<file path="src/rtl/aes_pkg.sv">
// Shared AES constants, S-box mode type and GF(2^8) helper functions.
package aes_pkg;

    localparam logic [7:0] AFFINE_C     = 8'h63;
    localparam logic [7:0] INV_AFFINE_C = 8'h05;
    localparam logic [8:0] GF_POLY      = 9'h11B;

    typedef enum logic {
        SBOX_FWD = 1'b0,
        SBOX_INV = 1'b1
    } sbox_mode_t;

    // Shift-and-add multiply, reducing by x^8+x^4+x^3+x+1 on every shift.
    function automatic logic [7:0] gf_mul(input logic [7:0] a, input logic [7:0] b);
        logic [7:0] p;
        logic [7:0] aa;
        p  = 8'h00;
        aa = a;
        for (int i = 0; i < 8; i++) begin
            if (b[i]) p = p ^ aa;
            aa = {aa[6:0], 1'b0} ^ (GF_POLY[7:0] & {8{aa[7]}});
        end
        return p;
    endfunction

    // Multiplicative inverse as x^254; 0 maps to 0 naturally.
    function automatic logic [7:0] gf_inv(input logic [7:0] x);
        logic [7:0] t;
        t = x;                                  // x^1
        for (int i = 0; i < 6; i++) begin
            t = gf_mul(gf_mul(t, t), x);        // x^3, x^7, ... x^127
        end
        return gf_mul(t, t);                    // x^254
    endfunction

    // Forward affine: b ^ rotl1 ^ rotl2 ^ rotl3 ^ rotl4 ^ 0x63.
    function automatic logic [7:0] affine_fwd(input logic [7:0] b);
        return b ^ {b[6:0], b[7]} ^ {b[5:0], b[7:6]} ^ {b[4:0], b[7:5]}
                 ^ {b[3:0], b[7:4]} ^ AFFINE_C;
    endfunction

    // Inverse affine: rotl1 ^ rotl3 ^ rotl6 ^ 0x05.
    function automatic logic [7:0] affine_inv(input logic [7:0] s);
        return {s[6:0], s[7]} ^ {s[4:0], s[7:5]} ^ {s[1:0], s[7:2]} ^ INV_AFFINE_C;
    endfunction

endpackage

</file>
<file path="src/rtl/aes_sbox_byte.sv">
// Single-byte forward/inverse AES S-box, purely combinational.
// One GF inverter is shared by both directions: the inverse affine is applied
// before it for decrypt, the forward affine after it for encrypt.
module aes_sbox_byte
    import aes_pkg::*;
(
    input  logic [7:0]  din,
    input  sbox_mode_t  mode,
    output logic [7:0]  dout
);

    logic [7:0] inv_in;
    logic [7:0] inv_out;

    // Route through the shared inverter according to direction.
    always_comb begin
        inv_in  = (mode == SBOX_INV) ? affine_inv(din) : din;
        inv_out = gf_inv(inv_in);
        dout    = (mode == SBOX_INV) ? inv_out : affine_fwd(inv_out);
    end

endmodule

</file>
<file path="src/rtl/sbox_lane_pipe.sv">
// LANES-wide pipelined AES byte substitution with valid/ready flow control.
// Stage 1 optionally captures the input beat, stage 2 holds the substituted
// result. in_ready is combinational from out_ready (no skid buffer).
module sbox_lane_pipe
    import aes_pkg::*;
#(
    parameter int LANES  = 4,
    parameter bit REG_IN = 1'b1
) (
    input  logic               clk,
    input  logic               rst_n,
    input  logic               in_valid,
    output logic               in_ready,
    input  logic               in_mode,
    input  logic [8*LANES-1:0] in_data,
    output logic               out_valid,
    input  logic               out_ready,
    output logic               out_mode,
    output logic [8*LANES-1:0] out_data
);

    localparam int W = 8 * LANES;

    logic         v1, m1;
    logic [W-1:0] d1;
    logic         v2, m2;
    logic [W-1:0] d2;
    logic [W-1:0] sub;
    logic         adv2;

    assign adv2 = !v2 || out_ready;

    generate
        if (REG_IN) begin : g_reg_in
            logic         v1_q, m1_q;
            logic [W-1:0] d1_q;

            assign in_ready = !v1_q || adv2;

            // Stage-1 capture; data/mode only sampled on a real beat.
            always_ff @(posedge clk or negedge rst_n) begin
                if (!rst_n) begin
                    v1_q <= 1'b0;
                    m1_q <= 1'b0;
                    d1_q <= '0;
                end else if (in_ready) begin
                    v1_q <= in_valid;
                    if (in_valid) begin
                        d1_q <= in_data;
                        m1_q <= in_mode;
                    end
                end
            end

            assign v1 = v1_q;
            assign m1 = m1_q;
            assign d1 = d1_q;
        end else begin : g_bypass
            assign in_ready = adv2;
            assign v1       = in_valid;
            assign m1       = in_mode;
            assign d1       = in_data;
        end
    endgenerate

    for (genvar i = 0; i < LANES; i++) begin : g_lane
        aes_sbox_byte u_sbox (
            .din  (d1[8*i +: 8]),
            .mode (sbox_mode_t'(m1)),
            .dout (sub[8*i +: 8])
        );
    end

    // Stage-2 output register; holds its beat while downstream stalls.
    always_ff @(posedge clk or negedge rst_n) begin
        if (!rst_n) begin
            v2 <= 1'b0;
            m2 <= 1'b0;
            d2 <= '0;
        end else if (adv2) begin
            v2 <= v1;
            if (v1) begin
                d2 <= sub;
                m2 <= m1;
            end
        end
    end

    assign out_valid = v2;
    assign out_mode  = m2;
    assign out_data  = d2;

endmodule
</file>
<file path="config.mk">
export PLATFORM = sky130hd
export DESIGN_NAME = sbox_lane_pipe
export DESIGN_NICKNAME = d
export VERILOG_FILES = /design/src/rtl/aes_pkg.sv /design/src/rtl/aes_sbox_byte.sv /design/src/rtl/sbox_lane_pipe.sv
export SDC_FILE = /design/constraint.sdc
export NUM_CORES = 2
export LEC_CHECK = 0
export BUFFER_PORTS_ARGS = -buffer_cell sky130_fd_sc_hd__buf_4
export CORE_ASPECT_RATIO = 0.5
export CORE_MARGIN = 10
export CORE_UTILIZATION = 61
export DETAILED_ROUTE_END_ITERATION = 7
export PLACE_DENSITY_LB_ADDON = 0.1
export SYNTH_ARGS = -nofsm -noshare
export SYNTH_HDL_FRONTEND = slang
export SYNTH_SLANG_ARGS = --single-unit
</file>
<file path="constraint.sdc">
create_clock -name clk -period 22 [get_ports clk]
set_input_delay 1.1 -clock clk [delete_from_list [all_inputs] [get_ports clk]]
set_output_delay 1.1 -clock clk [all_outputs]
set_load 0.02 [all_outputs]
</file>
# == Yosys cells after proc, flatten, opt, wreduce, memory -nomap -nowiden ==
# Cells that the tools add are included.
# classes
add_sub_neg,0
multipliers,0
div,0
magnitude_cmp,0
n_eq_ne,0
shifts,0
muxes,424
n_bitwise,760
n_reduce_logical,6
# op_table
cell,n
$mux 8,424
$xor 8x8->8,388
$xor 8x5->8,364
$not 4->4,4
$not 2->2,4
$reduce_and 2->1,2
$logic_not 1->1,2
$logic_or 1x1->1,2
# word_totals
ff_bits,68
latch_bits,0
mem_bits_rw,0
rom_bits,0
inputBits,37
out_inout_bits,35
elab_cells,1196
mem_count,0

# == Longest topological paths before layout ==
# depth
depth_word,205
ltp_mapped,108

# == Hierarchy ==
# A second synthesis with hierarchy kept.
# hier_totals
hier_cells,7766
hier_area_um2,67320.8
# by_module_without_submodules
module,instances,cells_per_inst,area_per_inst_um2,seq_area_each_um2
aes_sbox_byte,4,1905,16153.0,0.0
sbox_lane_pipe,1,146,2708.8,1701.6

# == Least setup slack after synthesis ==
# No wires, ideal clock.
# synth_path
kind,register -> register
startpoint,reg g_reg_in.m1_q
endpoint,reg d2[4] (netlist: out_data[4])
setup_time_ps,132
arrival_ps,23844
required_ps,21868
path_slack_ps,-1976
stages_incl_launch_ff,103
n_path_buf,19
period_less_slack_ps,23976
path_cell_list,dfrtp_1 -> buf_6 -> buf_12 -> buf_8 -> buf_12 -> buf_6 -> buf_6 -> mux2i_4 -> inv_2 -> buf_2 -> clkbuf_1 -> buf_2 -> clkbuf_1 -> buf_1 -> ha_1 -> o211a_1 -> nor2_1 -> a21oi_1 -> (+67 left out) -> or3_1 -> nand2_1 -> xor3_2 -> nor2_1 -> xnor2_1 -> xnor2_1 -> clkbuf_1 -> ha_1 -> xnor2_1 -> xnor2_1 -> nor2_1 -> xnor2_1 -> xnor2_1 -> xnor2_1 -> xnor2_1 -> nor2_1 -> xnor2_1 -> o21ai_1
# synth_between
elab_chain_len,201
elab_cells_between_ends,292
classes_between,mux: 106; bitwise: 186
# synth_rtl
item,line,source
start: declaration,sbox_lane_pipe.sv:35,"logic v1_q, m1_q;"
start signal: assignment,sbox_lane_pipe.sv:50,m1_q <= in_mode;
$mux 8,aes_sbox_byte.sv:17,inv_in = (mode == SBOX_INV) ? affine_inv(din) : din;
$mux 8 / $xor 8x5->8 (equally long branches),"aes_pkg.sv:20, aes_pkg.sv:21",
$xor 8x8->8,aes_pkg.sv:20,if (b[i]) p = p ^ aa;
$mux 8,aes_pkg.sv:20,
$xor 8x8->8,aes_pkg.sv:20,
$mux 8,aes_pkg.sv:20,
$xor 8x8->8,aes_pkg.sv:20,
$mux 8,aes_pkg.sv:20,
(+183 left out),n/a,
$mux 8,aes_pkg.sv:20,
$xor 8x8->8,aes_pkg.sv:20,
$mux 8,aes_pkg.sv:20,
$xor 8x8->8,aes_pkg.sv:20,
$mux 8,aes_pkg.sv:20,
$xor 8x8->8 (3 in series),aes_pkg.sv:38,"return b ^ {b[6:0], b[7]} ^ {b[5:0], b[7:6]} ^ {b[4:0], b[7:5]}"
$xor 8x8->8,aes_pkg.sv:39,"^ {b[3:0], b[7:4]} ^ AFFINE_C;"
$mux 8 (*),aes_sbox_byte.sv:19,dout = (mode == SBOX_INV) ? inv_out : affine_fwd(inv_out);
end signal: assignment,sbox_lane_pipe.sv:83,d2 <= sub;
end: declaration,sbox_lane_pipe.sv:27,logic [W-1:0] d2;
# Every way passes the cells marked *; elsewhere a longest branch is shown, timed or not.
# A chain may end at the register's enable or synchronous reset.

# == Worst setup path in the final report ==
# layout_path
startpoint,reg g_reg_in.m1_q
endpoint,reg d2[30] (netlist: out_data[30])
# layout_between
elab_chain_len,202
elab_cells_between_ends,293
classes_between,mux: 106; bitwise: 187
# layout_rtl
item,line
$mux 8,aes_sbox_byte.sv:17
$mux 8 / $xor 8x5->8 (equally long branches),"aes_pkg.sv:20, aes_pkg.sv:21"
$xor 8x8->8,aes_pkg.sv:20
$mux 8,aes_pkg.sv:20
$xor 8x8->8,aes_pkg.sv:20
$mux 8,aes_pkg.sv:20
$xor 8x8->8,aes_pkg.sv:20
$mux 8,aes_pkg.sv:20
(+184 left out),n/a
$xor 8x8->8,aes_pkg.sv:20
$mux 8,aes_pkg.sv:20
$xor 8x8->8,aes_pkg.sv:20
$mux 8,aes_pkg.sv:20
$xor 8x8->8 (3 in series),aes_pkg.sv:38
$xor 8x8->8,aes_pkg.sv:39
$not 4->4 (no line),n/a
$mux 8 (*),aes_sbox_byte.sv:19
# Marks and branches as above.

==> results.sh <==
export IMPL_core_mm2=0.1008
export IMPL_die_width_um=471.9
export IMPL_grt_overflow=0
export IMPL_worst_path_buf_inv=10
export IMPL_tns_ns=0
export IMPL_initial_core_util=0.6182
export IMPL_synth_area_mm2=0.06229
export IMPL_cts_max_level=3
export IMPL_start_kind="register"
export IMPL_relSlewSlack=0.2113
export IMPL_synth_cell_type_count=143
export IMPL_wl_met1_mm=84.80
export IMPL_fin_skew_ns=0.01010
export IMPL_synth_area_leaders="xnor2_1, xnor3_1, nor2_1"
export IMPL_insertion_delay_ns=0.36
export IMPL_grt_pass1_vias=55901
export IMPL_routedWlPerCell_um=22.35
export IMPL_track_usage=0.3283
export IMPL_area_growth_pct=12.51
export IMPL_routed_wl_mm=205.3
export IMPL_die_h_um=246.0
export IMPL_cp_arrival_ns=21.64
export IMPL_yosysMostFrequentCell="xnor2_1"
export IMPL_cts_tree="built"
export IMPL_slowest_delay_ns=0.62
export IMPL_min_from="out_data[26]"
export IMPL_routed_wl_met3_mm=18.26
export IMPL_timing_final_crit_share=0.9728
export IMPL_slew_viol_final=0
export IMPL_synth_yosys_seq_area_share=0.02732
export IMPL_crit_required_ns=22.24
export IMPL_row_count=82
export IMPL_synth_top_cell_area_share=0.1846
export IMPL_maxUsedRoutingLayer="met5"
export IMPL_crit_path_end_kind="register"
export IMPL_ys_ff_latch=68
export IMPL_dieArea_mm2=0.1161
export IMPL_fin_util=0.6955
export IMPL_drive_above_1_share=0.2104
export IMPL_grt_pass1_wl_mm=314.7
export IMPL_gp_congestion=0.9653
export IMPL_met2_length_mm=94.42
export IMPL_cts_hold_fix_buffers=0
export IMPL_syn_num_nets=7612
export IMPL_synth_compound_area_frac=0.1595
export IMPL_finalSetupViolCount=0
export IMPL_yosysWarningCount=0
export IMPL_cts_clk_slew_worst_paths_ns=0.06
export IMPL_drc_errors=9
export IMPL_ys_async_sr_fraction=1.000
export IMPL_synth_top_family_by_area="XOR/XNOR gates"
export IMPL_synthTopCellsByCount="xnor2_1, nor2_1, nand2_1"
export IMPL_rr_startpoint="g_reg_in.m1_q"
export IMPL_dr_pass1_iters=8
export IMPL_hold_violations=0
export IMPL_grt_max_degree=69
export IMPL_nFillCells=8105
export IMPL_cpLargestDelayFamily="XOR/XNOR gates"
export IMPL_final_min_clock_period_ns=21.40
export IMPL_yosys_area_share_simple=0.1826
export IMPL_worst_pin_slew_ns=1.175
export IMPL_clock_path_buffers=2
export IMPL_muxShareOfSynthArea=0.05617
export IMPL_worstPathMaxFanout=32
export IMPL_via_per_inst=6.391
export IMPL_critPathSlowestCell="a222oi_1"
export IMPL_clockRootBuffer="clkbuf_16"
export IMPL_setup_worst_path_class="register to register"
export IMPL_io_pins=72
export IMPL_fmax_mhz=46.72
export IMPL_synth_edf_count=0
export IMPL_synthAdderAreaFrac=0.005625
export IMPL_final_nets=7896
export IMPL_hold_path_class="register to register"
export IMPL_crit_start="g_reg_in.m1_q"
export IMPL_vias=58695
export IMPL_synth_ff_type="dfrtp_1"
export IMPL_syn_inst=7547
export IMPL_cts_buffers=9
export IMPL_clock_sinks=68
export IMPL_yosys_area_share_xor_xnor=0.5140
export IMPL_grt_antenna_before_repair=6
export IMPL_maxCapViolations=0
export IMPL_syn_avg_cell_area_um2=8.253
export IMPL_dpl_hpwl_mm=151.1
export IMPL_violations="design-rule violations"
export IMPL_status="finished, violations left"
export IMPL_drt_iter0_markers=6365
export IMPL_drtAntennaViolNets=0
export IMPL_io_buffers=71
export IMPL_synth_area_leader_cell="xnor2_1"
## worst register-to-register path: cells and delay by family, from the launching register on
| kind | cells | cell delay (ns) |
|---|---|---|
| adder cells (fa/ha/maj) | 2 | 0.64 |
| multiplexers | 6 | 2.01 |
| flip-flops | 1 | 0.55 |
| AO/OA/AOI/OAI | 14 | 3.73 |
| AND/OR/NAND/NOR | 13 | 3.37 |
| buffers and inverters | 10 | 1.75 |
| XOR/XNOR | 30 | 9.25 |
## worst paths after layout
kind | end | slack, ns | depth (start not counted)
min | out_data[26] | 0.48 | 2
max | out_data[30] | 0.60 | 75
min in group asynchronous | out_data[17] | 0.86 | 1
max in group asynchronous | g_reg_in.m1_q | 20.38 | 1
min reg2reg | out_data[26] | 0.48 | 2
max reg2reg | out_data[30] | 0.60 | 75
## placed cells by master (no fill, tap or decap), drive strengths merged, types with 105 or more instances in the layout
master and count:
nor3 162, xnor2 1484, o21ai 289, xor2 502
buf 810, nand2 721, a21oi 319, xnor3 444
o22ai 109, nand3 153, xor3 105, nor2 1058
mux2i 245
## logic make-up (layout without fill, tap and decap cells)
family | Yosys count | count (layout)
mux | 327 | 327
simple gates | 2539 | 2539
buf+inv | 635 | 921
flops | 68 | 68
compound gates | 1418 | 1418
other cells | 0 | 4
xor+xnor | 2532 | 2535
fa+ha+maj | 28 | 28
## per-stage QoR
stage	std cells	area [um2]	worst slack, ns	hold slack, ns
final	9184	70080	0.5981	0.4798
after global routing	9182	70070	-0.1603	0.5066
after CTS	9015	67110	0.008249	0.4866
after detailed placement	8990	66440	-0.6002	0.4737
after global placement	8990	66440	-0.2247	0.4683
after floorplan	7547	62730	0.004066	0.4572
## cell type report
cell class              instances  area, um2  share of cell area
multi-input cells            6847      59650              0.8512
repair buffers                812       6349             0.09060
flip-flops and latches         68       1712             0.02443
well taps                    1344       1682             0.02400
inverters                      93      359.1            0.005124
clock buffers                  10      229.0            0.003267
clock inverters                 6      88.84            0.001268
diodes                          4      10.01           0.0001428
## sequential cells by signal, indices dropped and copies added, names as in the netlist
name,count
d1,32
out_valid,1
out_mode,1
out_data,32
g_reg_in.v1_q,1
g_reg_in.m1_q,1
## metal layers
layer | track usage | vias to the layer above
met4 | 0.1171 | 4
met1 | 0.4415 | 28322
li1 | - | 26804
met2 | 0.5417 | 3030
met3 | 0.04121 | 535
met5 | 0 | -
## repair_timing
item / in CTS / in global routing
gates cloned: 1 / 4
resized for setup: 37 / 274
pin swaps: 6 / 104
endpoints found under the setup margin: 32 / 32
setup buffers: 8 / 161
Power is left out: the tool's default activity adds up to more than one toggle a clock period on the data nets, which glitch-free logic cannot reach.
